$ cat src/rtl/mux_scan_n.sv
// Registered N-channel, W-bit multiplexer with manual select and a masked
// auto-scan pointer that dwells a programmable number of cycles per channel.
module mux_scan_n #(
   parameter int NUM_CH = 16,
   parameter int DATA_W = 8,
   parameter int SEL_W  = 4,
   parameter int DWELL  = 1
) (
   input  logic                     clk,
   input  logic                     rst,
   input  logic                     en,
   input  logic                     mode,
   input  logic [SEL_W-1:0]         sel_in,
   input  logic                     load,
   input  logic [NUM_CH-1:0]        ch_mask,
   input  logic [NUM_CH*DATA_W-1:0] d,
   output logic [DATA_W-1:0]        y,
   output logic [SEL_W-1:0]         ch_out,
   output logic                     valid,
   output logic                     wrap
);

   localparam int CNT_W = (DWELL > 1) ? $clog2(DWELL) : 1;
   localparam logic [CNT_W-1:0] CNT_LAST = CNT_W'(DWELL - 1);

   logic [SEL_W-1:0]  ptr;
   logic [CNT_W-1:0]  dwell_cnt;
   logic              sel_ok;
   logic [DATA_W-1:0] sel_data;
   logic [DATA_W-1:0] ptr_data;
   logic              sel_bit;
   logic              ptr_bit;
   logic              hi_found;
   logic              lo_found;
   logic [SEL_W-1:0]  hi_idx;
   logic [SEL_W-1:0]  lo_idx;

   assign sel_ok = 32'(sel_in) < 32'(NUM_CH);

   // Loop-based selection keeps out-of-range indices from ever addressing d.
   always_comb begin
      sel_data = '0;
      ptr_data = '0;
      sel_bit  = 1'b0;
      ptr_bit  = 1'b0;
      for (int k = 0; k < NUM_CH; k++) begin
         if (sel_in == SEL_W'(k)) begin
            sel_data = d[k*DATA_W +: DATA_W];
            sel_bit  = ch_mask[k];
         end
         if (ptr == SEL_W'(k)) begin
            ptr_data = d[k*DATA_W +: DATA_W];
            ptr_bit  = ch_mask[k];
         end
      end
   end

   // Downward scan: the last hit is the lowest qualifying index.
   always_comb begin
      hi_found = 1'b0;
      lo_found = 1'b0;
      hi_idx   = '0;
      lo_idx   = '0;
      for (int k = NUM_CH - 1; k >= 0; k--) begin
         if (ch_mask[k]) begin
            lo_found = 1'b1;
            lo_idx   = SEL_W'(k);
            if (SEL_W'(k) > ptr) begin
               hi_found = 1'b1;
               hi_idx   = SEL_W'(k);
            end
         end
      end
   end

   always_ff @(posedge clk or posedge rst) begin
      if (rst) begin
         y         <= '0;
         ch_out    <= '0;
         valid     <= 1'b0;
         wrap      <= 1'b0;
         ptr       <= '0;
         dwell_cnt <= '0;
      end else if (!en) begin
         wrap <= 1'b0;
      end else if (!mode) begin
         ch_out    <= sel_in;
         dwell_cnt <= '0;
         wrap      <= 1'b0;
         if (sel_ok) begin
            y     <= sel_data;
            valid <= sel_bit;
            ptr   <= sel_in;
         end else begin
            y     <= '0;
            valid <= 1'b0;
         end
      end else begin
         y      <= ptr_data;
         ch_out <= ptr;
         valid  <= ptr_bit;
         wrap   <= 1'b0;
         if (load && sel_ok) begin
            ptr       <= sel_in;
            dwell_cnt <= '0;
         end else if (dwell_cnt == CNT_LAST) begin
            dwell_cnt <= '0;
            if (hi_found) begin
               ptr <= hi_idx;
            end else if (lo_found) begin
               ptr  <= lo_idx;
               wrap <= 1'b1;
            end
         end else begin
            dwell_cnt <= dwell_cnt + 1'b1;
         end
      end
   end

endmodule

$ cat config.mk
export PLATFORM = sky130hd
export DESIGN_NAME = mux_scan_n
export DESIGN_NICKNAME = d
export VERILOG_FILES = /design/src/rtl/mux_scan_n.sv
export SDC_FILE = /design/constraint.sdc
export NUM_CORES = 1
export LEC_CHECK = 0
export BUFFER_PORTS_ARGS = -buffer_cell sky130_fd_sc_hd__buf_4
export CORE_ASPECT_RATIO = 0.75
export CORE_MARGIN = 2
export CORE_UTILIZATION = 41
export DETAILED_ROUTE_END_ITERATION = 8
export PLACE_DENSITY = 0.69
export SETUP_SLACK_MARGIN = 0.1
export SKIP_CTS_REPAIR_TIMING = 1
export SLEW_MARGIN = 20
export SYNTH_ARGS = -nofsm -noshare
export SYNTH_HDL_FRONTEND = slang
export SYNTH_SLANG_ARGS = --single-unit
$ cat constraint.sdc
create_clock -name clk -period 3 [get_ports clk]
set_input_delay 0.15 -clock clk [delete_from_list [all_inputs] [get_ports clk]]
set_output_delay 0.15 -clock clk [all_outputs]
set_load 0.02 [all_outputs]
==> key figures <==
Floorplanning
  – I/O pins: 167
  – Number of rows in the core area: 33
  – Overall die area: 11800 um2
  – Die Span X: 125 um
  – Die height: 94.5 um
  – Area of the core: 10800 um2
  – Effective utilization at floorplan: 0.415

Flow run
  – Maximum capacitance violations: 0

STA
  – Portion of the clock cycle consumed by the worst path in the final layout: 0.839
  – Peak clock frequency supported by timing: 397 MHz
  – Pin slew with the least headroom to its limit: 0.772 ns
  – Total setup violations reported at the end of the flow: 0
  – Number of max-slew violations in the final report: 0
  – Number of hold violations in the final report: 0
  – Setup repair after global routing missed its margin: false
  – Worst rel slew slack: 0.484
  – Setup TNS: 0 ns
  – Minimum setup slack in the final design: 0.484 ns
  – Worst Clk Skew: 0.00134 ns
  – Clock period minus final worst setup slack: 2.52 ns

Route
  – Vias per std cell: 6.76
  – Drt initial violations: 832
  – DRT Wirelength: 21800 um
  – Average wire length per cell after detail routing: 23.8 um
  – Total DRC errors in the routed layout: 0
  – Length of the first detailed-routing pass in iterations: 5
  – Number of nets with antenna violations after routing: 0
  – Vias post-DR: 6208

Worst setup path
  – Kind of critical path: register to register
  – Reg2Reg Launch Point: ptr[1]$_DFFE_PP0P_
  – Largest driver fanout on the critical path: 20
  – WP buf/inv: 0
  – Crit-path cells: nor2_1 -> and3_1 -> nor4_2 -> nand4_2 -> nor4_1 -> nor4_1 -> o31ai_1
  – Max stage delay cell, worst path: dfrtp_2
  – Depth of the most critical reg-to-reg path: 7
  – Required time worst endpoint: 3.16 ns
  – Data arrival time at the worst-slack endpoint: 2.68 ns
  – Endpoint of the most critical register-to-register path: ptr[0]$_DFFE_PP0P_
  – Number of cells on the critical path: 7
  – Maximum single-stage delay on the critical path: 0.65 ns
  – Worst reg-to-reg setup slack: 0.48 ns
  – Category of the worst setup path launch point: register
  – Kind of end point of the critical path: register
  – Kind of cell adding the most delay to the critical path: simple AND/OR/NAND/NOR gates
  – Critical path's most frequent cell: nor4_1

Clock network
  – Clock sink count: 18
  – Clock slew at reported path FFs: 0.06 ns
  – Level count of the clock H-tree: 1
  – Clock buffer count from CTS: 3
  – Clock tree root driver cell: clkbuf_16
  – Number of buffers on the longest clock path: 2
  – Clock network latency to the later pin of the worst-skew pair: 0.26 ns
  – Clock tree from TritonCTS: done

Final layout
  – Commonest non-fill, non-tap cell in the layout: buf_4
  – Ratio of cells with drive above 1 in the final layout: 0.311
  – Ant. Diodes: 0
  – Nets: 933
  – Area growth from synthesis to final layout: 32.9%
  – Commonest cells after routing, fill and taps aside: 196 x buf_4, 76 x a21oi_1, 61 x nor2_1

Pwr
  – Portion of total power attributed to the clock network: 0.156
  – Sequential power share: 0.171
  – Net Sw Power: 0.947 mW
  – Peak supply drop: 0.206 mV
  – Lkg Pwr: 2.52 nW
  – Net Sw Frac: 0.466
  – Power density over cell area: 342 nW/um2
  – Internal portion of total power: 1.09 mW
  – Share of total power in combinational logic: 0.673
  – Final Total Pwr: 2.03 mW

Synth
  – Per-instance average area after synthesis: 7.03 um2
  – Area fraction of the dominant cell type after synthesis: 0.101
  – Dominant synthesized flop cell: dfrtp_1
  – Count of yosys warnings during synthesis: 0
  – Flip-flop and latch count after synthesis: 18
  – Async set-reset flop share out of synthesis: 1.00
  – Synthesized netlist cell count: 637
  – Synth area leaders: dfrtp_1 10%, mux2i_1 9.6%, mux4_2 8.6%
  – Share of the yosys chip area belonging to registers: 0.101
  – Number of synthesized flops with an enable pin: 0
  – Nets in the synthesized netlist: 790
  – Cell area after synthesis: 4480 um2
  – Cell accounting for the most synthesized area: dfrtp_1
  – Number of distinct library cell variants in the gate-level netlist after synthesis: 78

Worst hold path
  – Type of the tightest min-delay check: primary input to asynchronous set/reset pin

Run status
  – Outcome: completed

Global route
  – Pin count of the biggest net entering global routing: 41
  – Number of antenna violations at the first check in global routing: 0
  – GR Util All Layers: 0.361
  – Number of global-route vias before repair: 5861
  – Gr ovfl total: 0
  – Global-route wire length before repair: 33900 um

Placed design
  – Input/output buffers: 166
  – Pre-CTS WS: 0.486 ns
  – Post-DP HPWL: 16400 um
  – Last weighted congestion value of the routability-driven placer: 1.00
[metal layers]
layer / routed length (um) / vias to the layer above / track usage
li1: - / 2765 / -
met1: 9140 / 2890 / 0.494
met2: 9380 / 476 / 0.569
met3: 2430 / 77 / 0.0612
met4: 893 / 0 / 0.148
met5: 0 / - / 0
[cells by family after synthesis]
kind of cell / synth area share
compound gates: 0.395
buf+inv: 0.0836
flops: 0.101
mux: 0.198
simple gates: 0.223
[stage by stage]
| step | hold WS [ns] | cells | util | instance area [um2] |
|---|---|---|---|---|
| after floorplan | 0.0886 | 637 | - | 4480 |
| final | 0.0343 | 919 | 0.552 | 5950 |
| after detailed placement | 0.330 | 915 | 0.544 | 5860 |
| after global routing | 0.0928 | 919 | 0.552 | 5950 |
| after CTS | 0.0580 | 919 | 0.552 | 5950 |
| after global placement | 0.321 | 915 | 0.544 | 5860 |
[synth_stat cells, drive strengths merged, types with 9 or more instances]
library cell,number
mux4,17
a21oi,76
o21ai,60
mux2i,43
a22oi,12
a31oi,9
inv,18
o31ai,12
nor3,17
a221oi,13
nand2,56
nor2,62
clkbuf,29
buf,30
dfrtp,18
nand2b,15
o22ai,16
nand3,16
nor2b,10
[worst max path at each step]
stage                                   from                  to  slack [ns]
final                     ptr[1]$_DFFE_PP0P_  ptr[0]$_DFFE_PP0P_        0.48
after floorplan                  ch_mask[13]  ptr[2]$_DFFE_PP0P_        0.86
after global placement    ptr[1]$_DFFE_PP0P_  ptr[0]$_DFFE_PP0P_        0.59
after detailed placement  ptr[1]$_DFFE_PP0P_  ptr[1]$_DFFE_PP0P_        0.49
after global routing      ptr[1]$_DFFE_PP0P_  ptr[0]$_DFFE_PP0P_        0.20
after CTS                 ptr[1]$_DFFE_PP0P_  ptr[1]$_DFFE_PP0P_        0.43
[power groups by stage]
stage          logic (mW)  registers [mW]  clock network (mW)
6_report             1.37           0.347               0.316
5_1_grt              1.46           0.354               0.329
4_1_cts              1.33           0.346               0.316
3_5_place_dp         1.33           0.350                   0
3_3_place_gp         1.32           0.348                   0
2_1_floorplan       0.779           0.355                   0
[state kept, by name, summed over array words and instances, names as in the netlist]
register	cells
valid	1
wrap	1
y	8
ptr	4
ch_out	4
[cell type report]
cell class / instances / area (um2)
fillers: 1046 / 4830
multi-input cells: 541 / 3650
flip-flops and latches: 18 / 453
well taps: 140 / 175
inverters: 18 / 67.6
clock buffers: 4 / 88.8
repair buffers: 198 / 1510
Power figures use the tool's default switching activity.
